### config.mk
export PLATFORM = sky130hd
export DESIGN_NAME = boot_rom_arbiter
export DESIGN_NICKNAME = d
export VERILOG_FILES = /design/src/rtl/boot_rom_arbiter.sv
export SDC_FILE = /design/constraint.sdc
export NUM_CORES = 1
export LEC_CHECK = 0
export BUFFER_PORTS_ARGS = -buffer_cell sky130_fd_sc_hd__clkbuf_2
export CAP_MARGIN = 5
export CORE_ASPECT_RATIO = 0.75
export CORE_MARGIN = 4
export CORE_UTILIZATION = 31
export CTS_CLUSTER_DIAMETER = 40
export DETAILED_ROUTE_END_ITERATION = 12
export GPL_ROUTABILITY_DRIVEN = 0
export HOLD_SLACK_MARGIN = 0.06
export PLACE_DENSITY = 0.81
export SYNTH_ARGS = -nofsm -noshare
export SYNTH_HDL_FRONTEND = slang
export SYNTH_SLANG_ARGS = --single-unit
### constraint.sdc
create_clock -name CLK -period 2.3 [get_ports CLK]
set_input_delay 0.46 -clock CLK [delete_from_list [all_inputs] [get_ports CLK]]
set_output_delay 0.46 -clock CLK [all_outputs]
set_load 0.02 [all_outputs]
### src/rtl/boot_rom_arbiter.sv
// ----------------------------------------------------------------------------
// boot_rom_arbiter
//
// Purpose
//   Shares one single-port boot ROM between the core instruction-fetch port
//   and the core data port. Both ports speak the req/gnt/rvalid OBI-lite
//   protocol. The block arbitrates, drives the ROM chip select and word
//   address, and routes the ROM read data back to the port that was granted.
//   Writes, misaligned accesses and out-of-range accesses are granted, but
//   they never touch the ROM and are answered with an error response.
//
//   The ROM has a registered address and one cycle of read latency. Grants
//   are combinational from req, so a response comes back exactly one cycle
//   after its grant. A new grant may be issued in the same cycle as the
//   previous response, which sustains one access per cycle.
//
// Configuration macro
//   BOOT_ROM_ARB_RR_EN  undefined: fixed priority, the instruction port
//                                  wins every tie.
//                       defined:   round-robin on ties. A 1-bit pointer
//                                  records the last contested winner, and
//                                  the other port wins the next tie.
//
// Ports
//   CLK, RSTN                  clock, asynchronous active-low reset
//   instr_req_i / instr_addr_i fetch request and byte address
//   instr_gnt_o                fetch granted this cycle
//   instr_rvalid_o/_rdata_o/_err_o  fetch response
//   data_req_i / data_we_i / data_addr_i  data request, write enable, address
//   data_gnt_o                 data access granted this cycle
//   data_rvalid_o/_rdata_o/_err_o   data response
//   rom_csn_o                  ROM chip select, active low
//   rom_addr_o                 ROM word address
//   rom_rdata_i                ROM read data, valid 1 cycle after csn low
// ----------------------------------------------------------------------------
module boot_rom_arbiter #(
    parameter int unsigned ROM_ADDR_WIDTH = 10,
    parameter int unsigned ROM_WORDS      = 548,
    parameter int unsigned BUS_ADDR_WIDTH = 32
) (
    input  logic                      CLK,
    input  logic                      RSTN,

    input  logic                      instr_req_i,
    input  logic [BUS_ADDR_WIDTH-1:0] instr_addr_i,
    output logic                      instr_gnt_o,
    output logic                      instr_rvalid_o,
    output logic [31:0]               instr_rdata_o,
    output logic                      instr_err_o,

    input  logic                      data_req_i,
    input  logic                      data_we_i,
    input  logic [BUS_ADDR_WIDTH-1:0] data_addr_i,
    output logic                      data_gnt_o,
    output logic                      data_rvalid_o,
    output logic [31:0]               data_rdata_o,
    output logic                      data_err_o,

    output logic                      rom_csn_o,
    output logic [ROM_ADDR_WIDTH-1:0] rom_addr_o,
    input  logic [31:0]               rom_rdata_i
);

    // Port indices. Index 0 is the instruction port and index 1 is the data
    // port. A set bit in a port-select value therefore means "data".
    localparam int unsigned NPORTS = 2;

    // The address must have bits above the word index. This means
    // BUS_ADDR_WIDTH must be greater than ROM_ADDR_WIDTH + 2.
    localparam int unsigned UPPER_LSB = ROM_ADDR_WIDTH + 2;

    // ------------------------------------------------------------------
    // Per-port request view
    // ------------------------------------------------------------------
    logic [NPORTS-1:0]         w_req;
    logic [NPORTS-1:0]         w_we;
    logic [NPORTS-1:0]         w_legal;
    logic [NPORTS-1:0]         w_gnt;
    logic [BUS_ADDR_WIDTH-1:0] w_addr [NPORTS];
    logic [ROM_ADDR_WIDTH-1:0] w_word [NPORTS];

    assign w_req     = {data_req_i, instr_req_i};
    // Instruction fetches can never write.
    assign w_we      = {data_we_i, 1'b0};
    assign w_addr[0] = instr_addr_i;
    assign w_addr[1] = data_addr_i;

    // Legality check for each port. An access is legal only if it is a read,
    // it is word aligned, no address bit above the word index is set, and
    // the word index is inside the populated part of the ROM.
    generate
        for (genvar gi = 0; gi < NPORTS; gi++) begin : g_port_check
            logic w_aligned;
            logic w_upper_zero;
            logic w_in_range;

            assign w_word[gi]    = w_addr[gi][ROM_ADDR_WIDTH+1:2];
            assign w_aligned     = (w_addr[gi][1:0] == 2'b00);
            assign w_upper_zero  = (w_addr[gi][BUS_ADDR_WIDTH-1:UPPER_LSB] == '0);
            assign w_in_range    = (32'(w_word[gi]) < ROM_WORDS);
            assign w_legal[gi]   = !w_we[gi] && w_aligned && w_upper_zero && w_in_range;
        end
    endgenerate

    // ------------------------------------------------------------------
    // Arbitration
    // ------------------------------------------------------------------
    logic w_tie;
    assign w_tie = w_req[0] & w_req[1];

`ifdef BOOT_ROM_ARB_RR_EN
    // Records the last contested winner: 1 = data won the last tie.
    // Its reset value is 1, so the instruction port wins the first tie.
    logic r_last_win_data;

    always_ff @(posedge CLK or negedge RSTN) begin
        if (!RSTN) begin
            r_last_win_data <= 1'b1;
        end else if (w_tie) begin
            // Only tie cycles move the pointer.
            r_last_win_data <= w_gnt[1];
        end
    end
`endif

    always_comb begin
        w_gnt = '0;
        // While reset is asserted, all requests are ignored, so no grant
        // can leak out as a combinational path.
        if (RSTN) begin
            if (w_tie) begin
`ifdef BOOT_ROM_ARB_RR_EN
                w_gnt = r_last_win_data ? 2'b01 : 2'b10;
`else
                w_gnt = 2'b01;
`endif
            end else begin
                // A lone requester is granted immediately.
                w_gnt = w_req;
            end
        end
    end

    assign instr_gnt_o = w_gnt[0];
    assign data_gnt_o  = w_gnt[1];

    // ------------------------------------------------------------------
    // ROM access: only a legal, granted access drives the ROM
    // ------------------------------------------------------------------
    logic                      w_any_gnt;
    logic                      w_sel_port;
    logic                      w_sel_legal;
    logic [ROM_ADDR_WIDTH-1:0] w_sel_word;
    logic                      w_rom_access;
    logic [ROM_ADDR_WIDTH-1:0] r_rom_addr;

    assign w_any_gnt    = |w_gnt;
    assign w_sel_port   = w_gnt[1];
    assign w_sel_legal  = w_sel_port ? w_legal[1] : w_legal[0];
    assign w_sel_word   = w_sel_port ? w_word[1]  : w_word[0];
    assign w_rom_access = w_any_gnt & w_sel_legal;

    // The address bus shows the new word index in the grant cycle. In every
    // other cycle it holds the last legal address, so an idle cycle never
    // makes the ROM address pins toggle.
    assign rom_csn_o  = ~w_rom_access;
    assign rom_addr_o = w_rom_access ? w_sel_word : r_rom_addr;

    always_ff @(posedge CLK or negedge RSTN) begin
        if (!RSTN) begin
            r_rom_addr <= '0;
        end else if (w_rom_access) begin
            r_rom_addr <= w_sel_word;
        end
    end

    // ------------------------------------------------------------------
    // Response tracking
    // ------------------------------------------------------------------
    // This register is loaded on every grant and describes the response
    // that is due in the next cycle. Each grant overwrites it, so the design
    // is fully pipelined. Responses come back in grant order because only
    // one access is ever in flight. Reset clears it, so any pending response
    // is dropped.
    logic r_rsp_valid;
    logic r_rsp_port;
    logic r_rsp_err;

    always_ff @(posedge CLK or negedge RSTN) begin
        if (!RSTN) begin
            r_rsp_valid <= 1'b0;
            r_rsp_port  <= 1'b0;
            r_rsp_err   <= 1'b0;
        end else begin
            r_rsp_valid <= w_any_gnt;
            if (w_any_gnt) begin
                r_rsp_port <= w_sel_port;
                r_rsp_err  <= ~w_sel_legal;
            end
        end
    end

    // ------------------------------------------------------------------
    // Response routing
    // ------------------------------------------------------------------
    // Only the addressed port sees rvalid. ROM data is passed through only
    // for a legal access. An error response returns zero data.
    logic [NPORTS-1:0] w_rvalid;
    logic [NPORTS-1:0] w_err;
    logic [31:0]       w_rdata [NPORTS];

    generate
        for (genvar gi = 0; gi < NPORTS; gi++) begin : g_port_rsp
            assign w_rvalid[gi] = r_rsp_valid && (r_rsp_port == 1'(gi));
            assign w_err[gi]    = w_rvalid[gi] && r_rsp_err;
            assign w_rdata[gi]  = (w_rvalid[gi] && !r_rsp_err) ? rom_rdata_i : 32'h0;
        end
    endgenerate

    assign instr_rvalid_o = w_rvalid[0];
    assign instr_err_o    = w_err[0];
    assign instr_rdata_o  = w_rdata[0];
    assign data_rvalid_o  = w_rvalid[1];
    assign data_err_o     = w_err[1];
    assign data_rdata_o   = w_rdata[1];

endmodule

Yosys cells after proc, flatten, opt, wreduce, memory -nomap -nowiden
Cells that the tools add are included.
{"block": "word_totals", "out_inout_bits": 81, "register_bits": 13, "elab_cells": 36}
{"block": "op_classes", "mux": 7, "reduce_logical": 18, "bitwise": 5, "magnitude_cmp": 2}
{"op": "$mux 32", "count": 2}
{"op": "$logic_not 20->1", "count": 2}
{"op": "$lt 10x10->1 const B", "count": 2}
{"op": "$mux 10", "count": 2}
{"op": "$logic_and 1x1->1", "count": 11}
{"op": "$logic_not 2->1", "count": 2}
{"op": "$mux 2", "count": 2}
{"op": "$not 1->1", "count": 3}
{"op": "$and 1x1->1", "count": 2}
{"op": "$logic_not 1->1", "count": 2}
{"op": "$reduce_or 2->1", "count": 1}
{"op": "$mux 1", "count": 1}

Depth between registers and ports, before layout
Gate-level depths: netlist of run 1.
{"block": "depth", "word_depth": 7, "mapped_depth": 6, "mapped_depth_nobuf": 5}

Least setup slack after synthesis of run 1
OpenSTA, ideal clock, no wires.
{"block": "synth_path", "path_type": "input-to-output", "from": "input port data_addr_i[12]", "to": "output port rom_addr_o[1]", "arrival_ns": 1.654, "t_required_ns": 1.840, "slack_ns": 0.186, "n_path_buf": 1, "stages": 6, "path_cell_list": "nor4_2 > nand4_1 > nor3_2 > o221ai_2 > buf_6 > mux2_4"}
{"block": "synth_between", "elab_chain_cells": 6}
{"element": "start, declared", "line": "53", "source": "input logic [BUS_ADDR_WIDTH-1:0] data_addr_i,"}
{"element": "$logic_not 20->1", "line": "99", "source": "assign w_upper_zero = (w_addr[gi][BUS_ADDR_WIDTH-1:UPPER_LSB] == '0);"}
{"element": "$logic_and 1x1->1 (2 in series)", "line": "101", "source": "assign w_legal[gi] = !w_we[gi] && w_aligned && w_upper_zero && w_in_range;"}
{"element": "$mux 1", "line": "159", "source": "assign w_sel_legal = w_sel_port ? w_legal[1] : w_legal[0];"}
{"element": "$and 1x1->1", "line": "161", "source": "assign w_rom_access = w_any_gnt & w_sel_legal;"}
{"element": "$mux 10"}
{"element": "end, declared", "line": "60", "source": "output logic [ROM_ADDR_WIDTH-1:0] rom_addr_o,"}
Every way passes these cells.

Worst setup path after layout of run 1
{"block": "layout_path", "from": "input port instr_addr_i[1]", "to": "output port rom_addr_o[2]"}
{"block": "layout_between", "elab_chain_cells": 6}
{"element": "start, declared", "line": "45", "source": "input logic [BUS_ADDR_WIDTH-1:0] instr_addr_i,"}
{"element": "$logic_not 2->1", "line": "98", "source": "assign w_aligned = (w_addr[gi][1:0] == 2'b00);"}
{"element": "$logic_and 1x1->1 (2 in series)", "line": "101"}
{"element": "$mux 1", "line": "159"}
{"element": "$and 1x1->1", "line": "161"}
{"element": "$mux 10"}
Every way passes these cells.

==> flow_metrics.tcl, run 1 <==
set metrics [dict create \
    status "finished, violations left" \
    violations "setup timing" \
    synth-seq-area-share_pct 24.64 \
    crit_path_frequent_cell "clkbuf_2" \
    layout_common_cells "clkbuf_2 (180), and2_1 (67), nand2_1 (33)" \
    reg2reg_slack_ns 1.54 \
    crit_required_ns 1.84 \
    async_reset_ff_share_pct 100.0 \
    maxSlewViolCount 0 \
    relSlewSlack_pct 81.19 \
    switchingPower_mw 0.1669 \
    dpl-instance-area_um2 2326 \
    slowest_delay_ns 0.30 \
    ctsHoldBuffers 0 \
    antenna_found_initial 0 \
    drt-total-wl_um 5177 \
    first_pass_iters 4 \
    fp.dieW_um 83.35 \
    power.share.switching_pct 27.25 \
    maxCapViolations 0 \
    yosysUniqueCellTypes 26 \
    cp-start-kind "primary input" \
    cts_made_buffers 3 \
    crit_fanout 12 \
    fin_nets 452 \
    htree_levels 1 \
    final_util_pct 58.96 \
    hpwl_um 4648 \
    grt_usage_pct 18.97 \
    numPortBuffers 181 \
    worstPathArrival_ns 1.88 \
    crit_type "primary input to primary output" \
    ys.flop_type "dfrtp_1" \
    diodes 0 \
    cp_slowest_cell "mux2_4" \
    via_per_inst 4.457 \
    ios 182 \
    cpLargestDelayFamily "simple AND/OR/NAND/NOR gates" \
    path_cells "clkbuf_2, nor4_1, nand4_1, nor2_4, o221ai_2, buf_12, mux2_4, clkbuf_2" \
    coreArea_um2 4079 \
    synth_edf_count 0 \
    cp-end-kind "primary output" \
    synthCells 166 \
    ys_seq_elements 13 \
    grt_pass1_vias 1847 \
    worstHoldPathType "primary input to async pin" \
    finalSetupViolations 10 \
    powerDensity_nw_per_um2 254.7 \
    grt_overflow_total 0 \
    core.rowCount 20 \
    ir_worst_vdd_v 0.0002651 \
    final_common_cell "clkbuf_2" \
    avgSynthCellArea_um2 7.952 \
    final_area_um2 2405 \
    wl_per_cell_um 12.78 \
    start_util_pct 32.36 \
    grt_max_degree 33 \
    fp.dieH_um 64.51 \
    synthesis.area_um2 1320 \
    cts_tree "yes" \
    areaGrowthSynthToFinish_pct 82.18 \
    p_leak_nw 1.478 \
    fmax_mhz 426.9 \
    cts_setup_buffers 0 \
    period_needed_ns 2.343 \
    ant_nets 0 \
    path_buf_inv 3 \
    pwr-share-comb_pct 28.0 \
    drc_errors 0 \
    p_int_mw 0.4456 \
    fin_crit_sh_pct 101.9 \
    die-area_um2 5377 \
    clkSinkCount 13 \
    cts.clk_slew.worst_paths_ns 0.05 \
    clk_path_buf_depth 2 \
    clk_latency_ns 0.25 \
    drive_gt1_share_pct 62.00 \
    grt_pass1_wl_um 8452 \
    clock-root-buffer "clkbuf_8" \
    drt_iter0_markers 41 \
    finalHoldViolations 0 \
    layout_setup_ws_ns -0.04270 \
    skew_ns 0 \
    p_seq_share_pct 38.3 \
    rsz0062_at_grt "yes" \
    vias 1805 \
    tightest_slew_ns 0.2815 \
    syn_nets 267 \
    yosys_warnings 0 \
    nFillCells 397 \
    clockPowerShare_pct 33.8 \
]
## sequential cells by signal, indices dropped and copies added (netlist names)
| name | cells |
|---|---|
| r_rsp_valid | 1 |
| r_rom_addr | 10 |
| r_rsp_err | 1 |
| r_rsp_port | 1 |
## final timing paths
kind                            cells past startpoint               startpoint                       to
worst min-delay path                                2                     RSTN    r_rsp_valid$_DFF_PN0_
worst max register to register                      1  r_rom_addr[2]$_DFF_PN0_  r_rom_addr[2]$_DFF_PN0_
worst min register to register                      1  r_rom_addr[1]$_DFF_PN0_  r_rom_addr[1]$_DFF_PN0_
max in group asynchronous                           2                     RSTN  r_rom_addr[6]$_DFF_PN0_
min in group CLK                                    1  r_rom_addr[1]$_DFF_PN0_  r_rom_addr[1]$_DFF_PN0_
worst max-delay path                                8          instr_addr_i[1]            rom_addr_o[2]
## through the flow
stage | power, mW | cells | setup slack [ns] | hold WS (ns) | TNS, ns
2_1_floorplan | 0.2846 | 166 | 0.1863 | 0.1644 | 0
3_3_place_gp | 0.4026 | 401 | -0.08106 | 0.4083 | -0.6738
3_5_place_dp | 0.4062 | 401 | -0.1115 | 0.4221 | -0.7190
4_1_cts | 0.6165 | 405 | -0.09543 | 0.1605 | -0.6738
5_1_grt | 0.6537 | 405 | -0.1116 | 0.1990 | -1.043
6_report | 0.6125 | 405 | -0.04270 | 0.1860 | -0.3293
## cell families after synthesis
| group | count (synthesis) | synth area share (%) |
|---|---|---|
| AND/OR/NAND/NOR | 127 | 57.25 |
| flip-flops | 13 | 24.64 |
| multiplexers | 10 | 10.81 |
| buffers and inverters | 10 | 3.412 |
| AO/OA/AOI/OAI | 6 | 3.886 |
## Yosys cell counts (2+ instances only)
cell type | instances | share of area [%]
clkbuf_1 | 8 | 2.3
nor4_1 | 6 | 2.8
nor2_1 | 2 | 0.57
mux2_4 | 8 | 9.1
nor4_2 | 4 | 3.8
dfrtp_1 | 13 | 25
nor2b_1 | 3 | 1.4
nand4_1 | 2 | 0.95
mux2_2 | 2 | 1.7
and2_1 | 67 | 32
nand2_1 | 33 | 9.4
nand3_1 | 2 | 0.76
o21a_1 | 2 | 1.1
nor3_1 | 2 | 0.76
## power by group through the flow
| stage | Clock [mW] | Sequential (mW) | Combinational, mW |
|---|---|---|---|
| final | 0.207 | 0.234 | 0.171 |
| after global routing | 0.227 | 0.235 | 0.192 |
| after CTS | 0.214 | 0.234 | 0.169 |
| after detailed placement | 0 | 0.238 | 0.168 |
| after global placement | 0 | 0.238 | 0.164 |
| after floorplan | 0 | 0.238 | 0.0468 |
## routing by layer
layer	vias to the layer above	share of wire, %	global-route usage (%)
li1	916	-	-
met1	785	37	21.17
met2	98	51	35.60
met3	6	10	5.337
met4	0	1.1	4.898
met5	-	0	0
## cell type report
cell class	instances	area [µm²]	area share [%]
flip-flops and latches	13	325.3	13.53
multi-input cells	143	983.4	40.89
clock buffers	4	45.04	1.873
repair buffers	189	978.4	40.69
inverters	1	3.754	0.1561
well taps	55	68.82	2.862
## repair_timing
item,in CTS,in global routing
resized for setup,1,6
pin swaps,0,3
endpoints found under the setup margin,10,10
No activity file was read; power rests on OpenSTA's default activity.
==> inputs of run 2 (changes only) <==
- CORE_UTILIZATION: 31 -> 33
- PLACE_DENSITY: 0.81 -> 0.86
- RECOVER_POWER: default -> 100
- clock period: 2.3 -> 2.9 ns (I/O delays scaled with it)
==> flow_metrics.tcl, run 2 (synthesis gave the netlist of run 1 again) <==
set metrics [dict create \
    grt_usage_pct 19.76 \
    cts.clk_slew.worst_paths_ns 0.06 \
    drt_iter0_markers 54 \
    relSlewSlack_pct 70.33 \
    r2r_start "r_rom_addr[4]$_DFF_PN0_" \
    grt_overflow_total 0 \
    reg2reg_depth 1 \
    finalSetupViolations 0 \
    coreArea_um2 3756 \
    crit_type "primary input to primary output" \
    worstHoldPathType "primary input to async pin" \
    final_util_pct 60.59 \
    first_pass_iters 6 \
    maxSlewViolCount 0 \
    largest-register "r_rom_addr" \
    cp-start-kind "primary input" \
    final_common_cell "clkbuf_2" \
    ctsHoldBuffers 0 \
    setup-tns-final_ns 0 \
    layout_common_cells "clkbuf_2 (131), clkbuf_1 (54), and2_1 (40)" \
    hpwl_um 4768 \
    cp-end-kind "primary output" \
    reg2reg_slack_ns 2.10 \
    cts_setup_buffers 0 \
    clk_latency_ns 0.24 \
    start_util_pct 35.14 \
    core.rowCount 19 \
    drc_errors 0 \
    path_cells "clkbuf_2, nand3b_2, inv_1, nand2_2, o221ai_1, buf_12, mux2_2, clkbuf_1" \
    skew_ns 0 \
    met1Wirelength_um 2076 \
    grt_pass1_wl_um 8017 \
    areaGrowthSynthToFinish_pct 72.42 \
    drt-total-wl_um 5365 \
    fp.dieH_um 62.78 \
    slowest_delay_ns 0.35 \
    dr.max_layer_used "met4" \
    wl_per_cell_um 13.38 \
    status "finished clean" \
    grt_max_degree 33 \
    ios 182 \
    largest_register_ffs 10 \
    ctsResizeCount 0 \
    grt_pass1_vias 1741 \
    p_leak_nw 1.250 \
    finalHoldViolations 0 \
    antenna_found_initial 0 \
    rsz0062_at_grt "no" \
    fin_crit_sh_pct 93.97 \
    maxCapViolations 0 \
    worstPathArrival_ns 2.15 \
    drive_gt1_share_pct 44.70 \
    numPortBuffers 181 \
    clock-root-buffer "clkbuf_8" \
    clkSinkCount 13 \
    finalPower_mw 0.4805 \
    htree_levels 1 \
    cts_tree "yes" \
    via_per_inst 4.526 \
    path_buf_inv 4 \
    fmax_mhz 366.9 \
    vias 1815 \
    powerDensity_nw_per_um2 211.1 \
    routed-wl-met3_um 613 \
    period_needed_ns 2.725 \
    fin_nets 451 \
    diodes 0 \
    dp_slack_ns 0.2420 \
    crit_required_ns 2.32 \
    ir_worst_vdd_v 0.0002593 \
    layout_setup_ws_ns 0.1748 \
    tightest_slew_ns 0.4450 \
    ant_nets 0 \
    fp.dieW_um 81.03 \
    clk_path_buf_depth 2 \
    cpLargestDelayFamily "buffers and inverters" \
    cp_slowest_cell "mux2_2" \
    r2r-end "r_rom_addr[4]$_DFF_PN0_" \
    met2WireLength_um 2642 \
    die-area_um2 5087 \
    cts_made_buffers 3 \
    crit_fanout 12 \
]
## run 2: changes by cell type in the layout (fill, tap and decap cells not counted), sizes merged
cell    change
buf         -5
clkbuf      +4
## run 2: through the flow
stage | hold WS (ns) | area, µm² | cells
floorplan | 0.2844 | 1320 | 166
finish | 0.3389 | 2276 | 401
global route | 0.3337 | 2276 | 401
CTS | 0.2795 | 2360 | 401
detailed placement | 0.4767 | 2315 | 397
global placement | 0.4814 | 2315 | 397
## run 2: final cells by class
type | instances | area [µm²]
sequential | 13 | 325.3
fill | 370 | 1480
timing repair buffer | 188 | 897.1
tap | 52 | 65.06
multi-input combinational | 143 | 939.7
clock buffer | 4 | 45.04
inverter | 1 | 3.754
## run 2: how the worst max path moves through the flow
stage	cells after the start	slack, ns	start	end
2_1_floorplan	6	0.55	data_addr_i[12]	rom_addr_o[1]
6_report	8	0.17	instr_req_i	rom_addr_o[9]
5_1_grt	9	0.08	RSTN	rom_addr_o[4]
3_3_place_gp	8	0.27	data_addr_i[1]	rom_addr_o[2]
3_5_place_dp	8	0.24	instr_req_i	rom_addr_o[9]
4_1_cts	8	0.24	instr_req_i	rom_addr_o[9]
## run 2: power by group
group	switching [mW]	internal, mW
combinational	0.0619	0.0676
clock	0.0676	0.0971
sequential	0.00227	0.184
## run 2: per-layer routing
| metal | GRT usage, % | vias to the layer above |
|---|---|---|
| li1 | - | 913 |
| met1 | 23.03 | 800 |
| met2 | 35.45 | 98 |
| met3 | 5.620 | 4 |
| met4 | 4.008 | 0 |
| met5 | 0 | - |
==> inputs of run 3 (changes only) <==
- CORE_UTILIZATION: 33 -> 31
- PLACE_DENSITY: 0.86 -> 0.81
- clock period: 2.9 -> 2.6 ns (I/O delays scaled with it)
==> flow_metrics.tcl, run 3 (synthesis gave the netlist of run 1 again) <==
set metrics [dict create \
    wl_per_cell_um 12.77 \
    reg2reg_depth 1 \
    worstHoldPathType "primary input to async pin" \
    drt_iter0_markers 28 \
    numPortBuffers 181 \
    ir_worst_vdd_v 0.0002682 \
    ant_nets 0 \
    clock-root-buffer "clkbuf_8" \
    largest-register "r_rom_addr" \
    finalSetupViolations 0 \
    via_per_inst 4.419 \
    period_needed_ns 2.487 \
    maxCapViolations 0 \
    reg2reg_slack_ns 1.85 \
    cp-startpoint "data_addr_i[14]" \
    clkSinkCount 13 \
    final_util_pct 56.69 \
    r2r-end "r_rom_addr[4]$_DFF_PN0_" \
    grt_overflow_total 0 \
    p_seq_share_pct 39.0 \
    fp.dieW_um 83.35 \
    drc_errors 0 \
    hpwl_um 4520 \
    crit_type "primary input to primary output" \
    skew_ns 0 \
    p_leak_nw 1.311 \
    relSlewSlack_pct 59.84 \
    fin_nets 450 \
    crit_required_ns 2.08 \
    htree_levels 1 \
    ios 182 \
    final_common_cell "clkbuf_2" \
    fp.dieH_um 64.51 \
    antenna_found_initial 0 \
    r2r_start "r_rom_addr[4]$_DFF_PN0_" \
    layout_common_cells "clkbuf_2 (147), clkbuf_1 (37), and2_1 (35)" \
    power.share.switching_pct 26.90 \
    p_int_mw 0.3889 \
    clockPowerShare_pct 34.0 \
    status "finished clean" \
    clk_latency_ns 0.24 \
    cp-start-kind "primary input" \
    fmax_mhz 402.0 \
    switchingPower_mw 0.1431 \
    grt_pass1_wl_um 8211 \
    areaGrowthSynthToFinish_pct 75.17 \
    fin_crit_sh_pct 95.67 \
    vias 1781 \
    diodes 0 \
    first_pass_iters 2 \
    cts_made_buffers 3 \
    cts.clk_slew.worst_paths_ns 0.06 \
    grt_pass1_vias 1825 \
    nFillCells 428 \
    grt_max_degree 33 \
    clk_path_buf_depth 2 \
    largest_register_ffs 10 \
    crit_fanout 12 \
    tightest_slew_ns 0.6024 \
    core.rowCount 20 \
    maxSlewViolCount 0 \
    drive_gt1_share_pct 50.00 \
    grt_usage_pct 18.43 \
    powerDensity_nw_per_um2 230.1 \
    cts_tree "yes" \
    die-area_um2 5377 \
    worstPathArrival_ns 1.97 \
    setup-tns-final_ns 0 \
    rsz0062_at_grt "no" \
    coreArea_um2 4079 \
    cp-end-kind "primary output" \
    pwr-share-comb_pct 27.0 \
    finalHoldViolations 0 \
    drt-total-wl_um 5147 \
    ctsHoldBuffers 0 \
    start_util_pct 32.36 \
]
[run 3: cell types whose count changed in the layout (fill, tap and decap cells not counted)]
| cell | delta |
|---|---|
| and2_0 | +5 |
| and2_1 | -5 |
| buf_2 | +1 |
| buf_4 | -1 |
| clkbuf_1 | -17 |
| clkbuf_2 | +16 |
| mux2_1 | -1 |
| mux2_4 | +1 |
| nand3b_2 | -1 |
| nand3b_4 | +1 |
| o221ai_1 | -1 |
| o221ai_2 | +1 |
[run 3: worst max-delay path, cell delays in order]
cell	delay, ns
clkbuf_2	0.08
nor4_2	0.26
nand4_1	0.14
nor3_2	0.19
o221ai_2	0.13
buf_12	0.17
mux2_4	0.30
clkbuf_2	0.16
[run 3: metal layers]
| metal | GRT usage [%] | vias up | wire, µm |
|---|---|---|---|
| met3 | 6.480 | 8 | 546 |
| met5 | 0 | - | 0 |
| li1 | - | 912 | - |
| met2 | 33.20 | 93 | 2510 |
| met4 | 4.694 | 0 | 59 |
| met1 | 20.89 | 768 | 2030 |
[run 3: power by group through the flow]
| stage | clock network [mW] | logic (mW) | registers, mW |
|---|---|---|---|
| floorplan | 0 | 0.0414 | 0.210 |
| global placement | 0 | 0.143 | 0.211 |
| detailed placement | 0 | 0.146 | 0.211 |
| CTS | 0.190 | 0.147 | 0.207 |
| global route | 0.202 | 0.162 | 0.208 |
| finish | 0.181 | 0.144 | 0.207 |
[run 3: through the flow]
stage / setup WS (ns) / instance area [µm²] / total power, mW / hold slack (ns) / instances
final: 0.1126 / 2312 / 0.5319 / 0.1034 / 403
after global routing: 0.001336 / 2312 / 0.5712 / 0.1060 / 403
after CTS: 0.04709 / 2356 / 0.5437 / 0.09682 / 403
after detailed placement: 0.05230 / 2311 / 0.3571 / 0.3617 / 399
after global placement: 0.1104 / 2311 / 0.3538 / 0.3572 / 399
after floorplan: 0.3663 / 1320 / 0.2518 / 0.2244 / 166
[run 3: timing repair]
| item | 4_1_cts | 5_1_grt |
|---|---|---|
| gates resized for setup | 0 | 2 |
| setup endpoints to repair | 0 | 8 |
| setup buffers | 0 | 0 |
[run 3: worst max-delay path by stage]
stage,to,slack (ns),cells past startpoint
finish,rom_addr_o[5],0.11,8
global route,rom_addr_o[6],0.001,8
CTS,rom_addr_o[9],0.05,8
detailed placement,rom_addr_o[9],0.05,8
global placement,rom_addr_o[4],0.11,8
floorplan,rom_addr_o[1],0.37,6
[run 3: layout make-up]
| type | instances | area [µm²] | share of cell area (%) |
|---|---|---|---|
| Clock buffer | 4 | 45.04 | 1.948 |
| Timing Repair Buffer | 187 | 910.9 | 39.39 |
| Multi-Input combinational cell | 143 | 958.4 | 41.45 |
| Inverter | 1 | 3.754 | 0.1623 |
| Tap cell | 55 | 68.82 | 2.976 |
| Sequential cell | 13 | 325.3 | 14.07 |
